$ cat src/rtl/aes_pkg.sv
// Shared AES types and tables used by the round-key queue: the Rcon
// constants, the forward S-box and the key/word types.
package aes_pkg;
    typedef logic [127:0] key_t;
    typedef logic [31:0]  word_t;

    localparam logic [0:9][7:0] RCON = {8'h01, 8'h02, 8'h04, 8'h08, 8'h10,
                                        8'h20, 8'h40, 8'h80, 8'h1B, 8'h36};

    // Row r of the literal holds S-box entries 16*r .. 16*r+15, left to right.
    localparam logic [0:255][7:0] SBOX = {
        128'h637c777bf26b6fc53001672bfed7ab76,
        128'hca82c97dfa5947f0add4a2af9ca472c0,
        128'hb7fd9326363ff7cc34a5e5f171d83115,
        128'h04c723c31896059a071280e2eb27b275,
        128'h09832c1a1b6e5aa0523bd6b329e32f84,
        128'h53d100ed20fcb15b6acbbe394a4c58cf,
        128'hd0efaafb434d338545f9027f503c9fa8,
        128'h51a3408f929d38f5bcb6da2110fff3d2,
        128'hcd0c13ec5f974417c4a77e3d645d1973,
        128'h60814fdc222a908846eeb814de5e0bdb,
        128'he0323a0a4906245cc2d3ac629195e479,
        128'he7c8376d8dd54ea96c56f4ea657aae08,
        128'hba78252e1ca6b4c6e8dd741f4bbd8b8a,
        128'h703eb5664803f60e613557b986c11d9e,
        128'he1f8981169d98e949b1e87e9ce5528df,
        128'h8ca1890dbfe6426841992d0fb054bb16
    };

    function automatic logic [7:0] sbox(input logic [7:0] b);
        return SBOX[b];
    endfunction
endpackage

$ cat src/rtl/aes_sbox.sv
// Single-byte AES forward S-box, purely combinational.
module aes_sbox
    import aes_pkg::*;
(
    input  logic [7:0] a_i,
    output logic [7:0] y_o
);
    assign y_o = sbox(a_i);
endmodule

$ cat src/rtl/round_key_queue.sv
// FWFT queue of 128-bit key blocks with an AES key-expansion g-function on
// the head's last word and a round-constant index that advances per pop.
module round_key_queue
    import aes_pkg::*;
#(
    parameter int DEPTH       = 16,
    parameter int ROUND_LIMIT = 10
) (
    input  logic                   clock,
    input  logic                   reset,
    input  key_t                   in_data,
    input  logic                   in_valid,
    output logic                   in_ready,
    output key_t                   out_data,
    output logic                   out_valid,
    input  logic                   out_ready,
    output word_t                  g_word,
    output logic [7:0]             rcon_out,
    input  logic                   rcon_restart,
    output logic                   empty,
    output logic                   full,
    output logic [$clog2(DEPTH):0] count,
    output logic                   overflow
);
    localparam int AW = $clog2(DEPTH);
    localparam int CW = AW + 1;

    key_t            mem_q [DEPTH];
    logic [AW-1:0]   wptr_q, wptr_d, rptr_q, rptr_d;
    logic [CW-1:0]   cnt_q, cnt_d;
    logic [3:0]      idx_q, idx_d;
    logic            ovf_q, ovf_d;
    logic            push, pop;

    assign full      = (cnt_q == CW'(DEPTH));
    assign empty     = (cnt_q == '0);
    assign in_ready  = !full;
    assign out_valid = !empty;
    assign count     = cnt_q;
    assign overflow  = ovf_q;
    assign push      = in_valid && !full;
    assign pop       = out_ready && !empty;

    always_comb begin
        wptr_d = wptr_q;
        rptr_d = rptr_q;
        cnt_d  = cnt_q;
        idx_d  = idx_q;
        ovf_d  = ovf_q;
        // DEPTH is a power of two, so pointer overflow is the modulo wrap.
        if (push) wptr_d = wptr_q + 1'b1;
        if (pop)  rptr_d = rptr_q + 1'b1;
        case ({push, pop})
            2'b10:   cnt_d = cnt_q + 1'b1;
            2'b01:   cnt_d = cnt_q - 1'b1;
            default: cnt_d = cnt_q;
        endcase
        if (in_valid && full) ovf_d = 1'b1;
        if (rcon_restart)
            idx_d = '0;
        else if (pop)
            idx_d = (idx_q == 4'(ROUND_LIMIT - 1)) ? 4'd0 : idx_q + 4'd1;
    end

    always_ff @(posedge clock) begin
        if (reset) begin
            wptr_q <= '0;
            rptr_q <= '0;
            cnt_q  <= '0;
            idx_q  <= '0;
            ovf_q  <= 1'b0;
        end else begin
            wptr_q <= wptr_d;
            rptr_q <= rptr_d;
            cnt_q  <= cnt_d;
            idx_q  <= idx_d;
            ovf_q  <= ovf_d;
        end
    end

    // Storage is never cleared; reset only suppresses a same-cycle write.
    always_ff @(posedge clock) begin
        if (!reset && push) mem_q[wptr_q] <= in_data;
    end

    assign out_data = mem_q[rptr_q];
    assign rcon_out = RCON[idx_q];

    word_t rot, sub;
    assign rot = {out_data[23:0], out_data[31:24]};

    for (genvar i = 0; i < 4; i++) begin : g_sub
        aes_sbox u_sbox (
            .a_i(rot[8*i +: 8]),
            .y_o(sub[8*i +: 8])
        );
    end

    assign g_word = {sub[31:24] ^ rcon_out, sub[23:0]};
endmodule

$ cat config.mk
export PLATFORM = sky130hd
export DESIGN_NAME = round_key_queue
export DESIGN_NICKNAME = d
export VERILOG_FILES = /design/src/rtl/aes_pkg.sv /design/src/rtl/aes_sbox.sv /design/src/rtl/round_key_queue.sv
export SDC_FILE = /design/constraint.sdc
export NUM_CORES = 2
export LEC_CHECK = 0
export CORE_MARGIN = 4
export CORE_UTILIZATION = 55
export DETAILED_ROUTE_END_ITERATION = 8
export GPL_TIMING_DRIVEN = 0
export PLACE_DENSITY = 0.83
export SYNTH_ARGS = -nofsm -noshare
export SYNTH_HDL_FRONTEND = slang
export SYNTH_SLANG_ARGS = --single-unit
$ cat constraint.sdc
create_clock -name clock -period 17.2 [get_ports clock]
set_input_delay 3.44 -clock clock [delete_from_list [all_inputs] [get_ports clock]]
set_output_delay 3.44 -clock clock [all_outputs]
set_load 0.02 [all_outputs]
-- Word level (Yosys, flattened, before mapping)
Memory sizes are Yosys's and may differ from the RTL's. A register that Yosys moved wholly into a read port is not among the register bits.
Cells that the tools add are included.
Widths: inputs -> output; s select.
- magnitude comparators: 5
- bitwise operators: 6
- reduce and logical (&&, ||, !) cells: 10
- equal/unequal tests: 4
- add/subtract/negate cells: 5
- multiplexer cells: 16
- operators by type and width (kind ; count):
    $mux 8 ; 10
    $ge 9x9->1 const B ; 4
    $not 8->9 ; 4
    $add 4x1->4 const B ; 3
    $mux 4 ; 3
    $pmux 5 s2 ; 1
    $xor 8x8->8 ; 1
    $add 5x1->5 const B ; 1
    $eq 5x5->1 const B ; 1
    $ge 5x5->1 const B ; 1
    $logic_not 5->1 ; 1
    $not 4->5 ; 1
    $sub 5x1->5 const B ; 1
    $eq 4x4->1 const B ; 1
    $logic_and 1x1->1 ; 4
    $logic_not 1->1 ; 3
    $eq 2x1->1 const B ; 1
    $eq 2x2->1 const B ; 1
    $mux 1 ; 2
    $reduce_bool 2->1 ; 1
    $reduce_or 2->1 ; 1
- input port bits: 133
- memories: 6
- ROM bits: 8320
- memory bits (writable): 2048
- word-level logic and storage cells: 57
- register bits: 18
- memory list (memory ; words ; bits a word ; rd ports ; clocked after memory_dff ; write ports ; line ; source):
    (no name shown) ; 256 ; 8 ; 1 ; 0 ; 0 ; aes_pkg.sv:31 ; return SBOX[b];
    (no name shown) ; 256 ; 8 ; 1 ; 0 ; 0 ; aes_pkg.sv:31 ;
    (no name shown) ; 256 ; 8 ; 1 ; 0 ; 0 ; aes_pkg.sv:31 ;
    (no name shown) ; 256 ; 8 ; 1 ; 0 ; 0 ; aes_pkg.sv:31 ;
    mem_q ; 16 ; 128 ; 1 ; 1 ; 1 ; round_key_queue.sv:28 ; key_t mem_q [DEPTH];
    (no name shown) ; 16 ; 8 ; 1 ; 0 ; 0 ; round_key_queue.sv:87 ; assign rcon_out = RCON[idx_q];

-- Logic depth before layout (Yosys ltp)
- depth after elaboration: 6
- gate-level depth with buffers: 18
- gate-level depth less buffers: 13

-- Hierarchy
Synthesis repeated with hierarchy kept, for this count alone.
- cell total of the unflattened synthesis: 5243
- area, all modules: 90991.0 um^2
- by module, submodules not included (module ; cells an instance ; area an instance (um^2) ; seq. area each (um^2) ; instances):
    round_key_queue ; 3209 ; 78426.5 ; 61939.4 ; 1
    aes_sbox (g_sub[2].u_sbox ...) ; 507 ; 3179.3 ; 0.0 ; 2
    aes_sbox (g_sub[0].u_sbox ...) ; 510 ; 3103.0 ; 0.0 ; 2

-- Least setup slack after synthesis
No wires, ideal clock.
- path kind: input -> register
- start point: input port in_valid
- end point: memory mem_q[1][0] (netlist name) (enable)
- data required time: 16.428 ns
- stages on the path: 4
- slack: 3.907 ns
- data arrival time: 12.521 ns
- buffers on the path: 0
- path through: nand2_1 -> nor2_1 -> nand2_1 -> nor3_1
- cells in the longest elaborated chain, start to end: 4
- ends and longest elaborated chain (what ; line ; source):
    start: declaration ; round_key_queue.sv:12 ; input logic in_valid,
    $logic_and 1x1->1 ; round_key_queue.sv:41 ; assign push = in_valid && !full;
    $logic_and 1x1->1 ; round_key_queue.sv:83 ; if (!reset && push) mem_q[wptr_q] <= in_data;
    $mux 1 ; round_key_queue.sv:83 ;
    $mux 1 (implied by the code) ; round_key_queue.sv:83 ;
    end: declaration ; round_key_queue.sv:28 ;
No other way between the ends.

==> flow_metrics.py <==
metrics = {
    "run_status": {
        "run_status": "finished with violations",
        "violations": "capacitance limit, slew limit",
    },
    "timing": {
        "fin_ws_ns": 4.63,
        "finalSetupTns_ns": 0,
        "period_minus_slack_ns": 12.57,
        "final.period_utilization": 0.731,
        "skew_ns": 0.0505,
        "max_slew_margin": -0.130,
        "max_freq_mhz": 79.6,
        "hold_viol_final": 0,
        "setup_violations": 0,
        "worst_slew_pin_slew_ns": 1.68,
        "slew_violations": 19,
        "rsz0062_at_grt": "no",
    },
    "placed_design": {
        "place_inst": 7862,
        "placed_area_sq_mm": 0.0985,
        "port_buffers": 310,
        "post-place-ws_ns": 6.66,
        "gp_congestion": 1.03,
        "place.detailed.hpwl_um": 225000,
    },
    "clock_network": {
        "cts_root_buf": "clkbuf_16",
        "clk_latency_ns": 0.86,
        "htree_levels": 4,
        "cts_setup_buffers": 0,
        "cts_tree": "yes",
        "clockBufferDepth": 3,
        "hold_buffers": 0,
        "clk_pin_slew_worst_paths_ns": 0.07,
        "numClockSinks": 2070,
        "cts_resized": 0,
        "cts-buffers-inserted": 182,
    },
    "job": {
        "maxCapViolCount": 2,
    },
    "worst_hold_path": {
        "hold_end": "overflow",
        "worst_hold_path_type": "flip-flop to flip-flop",
        "whs_path_depth": 2,
        "worstHoldStart": "overflow",
    },
    "power_and_ir_drop": {
        "peakVddDrop_mv": 0.133,
        "p_per_area_mw_per_mm2": 149,
        "p_leak_nw": 32.6,
    },
    "synth": {
        "ys_ff_latch": 2070,
        "netlist_area_sq_mm": 0.0901,
        "synth-async-reset-ratio": 0,
        "synth.area.top_cells": "edfxtp_1 68%, mux4_2 15%, nand2_1 1.3%",
        "synthTopCellsByCount": "2048 x edfxtp_1, 594 x mux4_2, 322 x nand2_1, 261 x nor2_1, 213 x a21oi_1",
        "syn_area_per_cell_sq_um": 17.2,
        "synth-main-ff-cell": "edfxtp_1",
        "synth_edf_count": 2048,
        "yosys.area.top_type": "edfxtp_1",
        "synth.distinct_cells": 86,
        "synth_top_cell_area_share": 0.683,
        "yosysSeqAreaShare": 0.687,
        "yosysMostFrequentCell": "edfxtp_1",
        "synthCells": 5226,
        "syn-num-nets": 5430,
        "ys_warn_count": 0,
    },
    "critical_path": {
        "r2r_slack_ns": 12.96,
        "r2r_cells": 13,
        "cp_max_fo": 18,
        "r2r-start": "count[0]",
        "required_ns": 13.76,
        "end_kind": "primary output",
        "start_kind": "flip-flop",
        "r2r-end": "mem_q[0][62]",
        "criticalPathCategory": "flip-flop to primary output",
        "arrival_ns": 9.13,
    },
    "route": {
        "viasPerCell": 7.77,
        "drtPass1Iterations": 9,
        "initialDrtViolationCount": 13500,
        "vias": 64000,
        "antenna_left": 0,
        "routed_wl_um": 378000,
        "drcViolationCount": 0,
        "routedWlPerCell_um": 45.9,
    },
    "cells_and_area": {
        "nNetsFinal": 6075,
        "final_cell_area_sq_mm": 0.105,
        "area_delta_synth_final_pct": 16.0,
        "fin_util": 0.642,
        "nFillCells": 10500,
        "layout-drive-gt1-share": 0.206,
        "fin_cells": 8240,
    },
    "die": {
        "die_width_um": 413,
        "core-area_sq_mm": 0.163,
        "die_y_um": 413,
        "num_rows": 148,
        "start_util": 0.554,
        "num_io_pins": 311,
        "die_area_sq_mm": 0.170,
    },
    "global_route": {
        "grt_pass1_wl_um": 514000,
        "grt_pass1_vias": 62600,
        "antenna_found_initial": 48,
        "met1_usage": 0.541,
        "grt_overflow": 0,
        "grt-busiest-layer": "met2",
        "grt_use_met3": 0.114,
        "use_met2": 0.688,
        "grt_use_total": 0.435,
        "grt_max_degree": 24,
    },
}
## per-stage QoR
stage	total power, mW	hold WS (ns)
after global placement	11.1	0.459
after detailed placement	11.1	0.476
after CTS	15.3	0.490
final	15.6	0.486
after floorplan	8.80	0.482
after global routing	15.9	0.530
## layout make-up
class / count / area (sq um) / share of cell area
plain buffers: 400 / 1820 / 0.0174
clock buffers: 218 / 4710 / 0.0451
repair buffers: 461 / 5580 / 0.0534
multi-input cells: 2710 / 26300 / 0.251
diodes: 41 / 103 / 0.000981
well taps: 2175 / 2720 / 0.0260
flip-flops and latches: 2070 / 61900 / 0.593
inverters: 46 / 174 / 0.00166
clock inverters: 119 / 1200 / 0.0115
## cell usage in the layout (no fill, tap or decap), types with 21 or more instances in the layout
master           netlist  routed
a221oi_1              29      29
clkdlybuf4s50_1        0     310
nor2_1               261     249
and2_1                21      21
nor3_1               121     115
clkinv_1               6      42
ha_1                  70      70
o32ai_1               22      22
a21oi_1              213     213
mux4_2               594     594
o211ai_1              62      62
mux2i_1               42      42
o21ai_0              203     203
dfxtp_1               22      22
buf_4                 16      22
a31oi_1               68      68
buf_2                140     141
clkinv_2               1      42
nand3_1              108     108
o221ai_1              32      32
edfxtp_1            2048    2048
a311oi_1              31      31
o31ai_1               28      28
o22ai_1               34      34
nand2b_1              27      27
clkbuf_16              0     182
buf_1                 48      47
inv_1                 34      34
o311ai_0              41      41
a22oi_1               24      24
nand2_1              322     322
buf_6                 11      69
a211oi_1              61      61
buf_12                 0      65
nor2b_1               22      22
clkbuf_1             184     218
diode_2                0      41
## worst max-delay path by stage
| stage | cells after the start | slack [ns] | end |
|---|---|---|---|
| detailed placement | 19 | 6.66 | g_word[29] |
| floorplan | 4 | 3.91 | mem_q[1][0] |
| global placement | 5 | -7.80 | mem_q[2][83] |
| global route | 19 | 4.83 | g_word[29] |
| CTS | 19 | 5.55 | g_word[29] |
| finish | 19 | 4.63 | g_word[29] |
## logic make-up (layout without fill, tap and decap cells)
group	Yosys count	after routing	share of synthesized area
compound gates	998	998	0.0742
fa+ha+maj	71	71	0.00994
xor+xnor	21	21	0.00204
flops	2070	2070	0.687
other cells	0	41	0
buf+inv	446	1244	0.0221
simple gates	968	968	0.0486
mux	652	652	0.156
## power breakdown
part / total, mW / switching (mW) / internal (mW)
clock network: 4.24 / 2.03 / 2.21
logic: 5.72 / 3.89 / 1.83
registers: 5.66 / 0.0386 / 5.62
total: 15.6 / 5.96 / 9.66
## sequential cells by signal (all words and copies together), names as in the netlist, named ones only
signal    flops
idx_q         4
mem_q      2048
overflow      1
wptr_q        4
rptr_q        4
count         5
## critical path, cell delays in order, from the launching register on
cell             delay (ns)
dfxtp_1                0.37
buf_2                  0.29
buf_1                  0.73
mux4_2                 0.56
nand2_1                0.13
and4_1                 0.29
buf_2                  0.24
inv_1                  0.14
clkbuf_1               1.04
ha_1                   0.31
buf_1                  0.64
inv_1                  0.28
o21ai_1                0.50
nand2_1                0.21
a21oi_1                0.29
o221ai_1               0.17
a2111oi_0              0.99
a211oi_1               0.24
xor2_1                 0.20
clkdlybuf4s50_1        0.63
## per-layer routing
layer	vias to the layer above	wire length [um]
li1	23000	-
met1	31800	118000
met2	7376	175000
met3	1781	51700
met4	28	32800
met5	-	315
(Power assumes the default switching activity.)
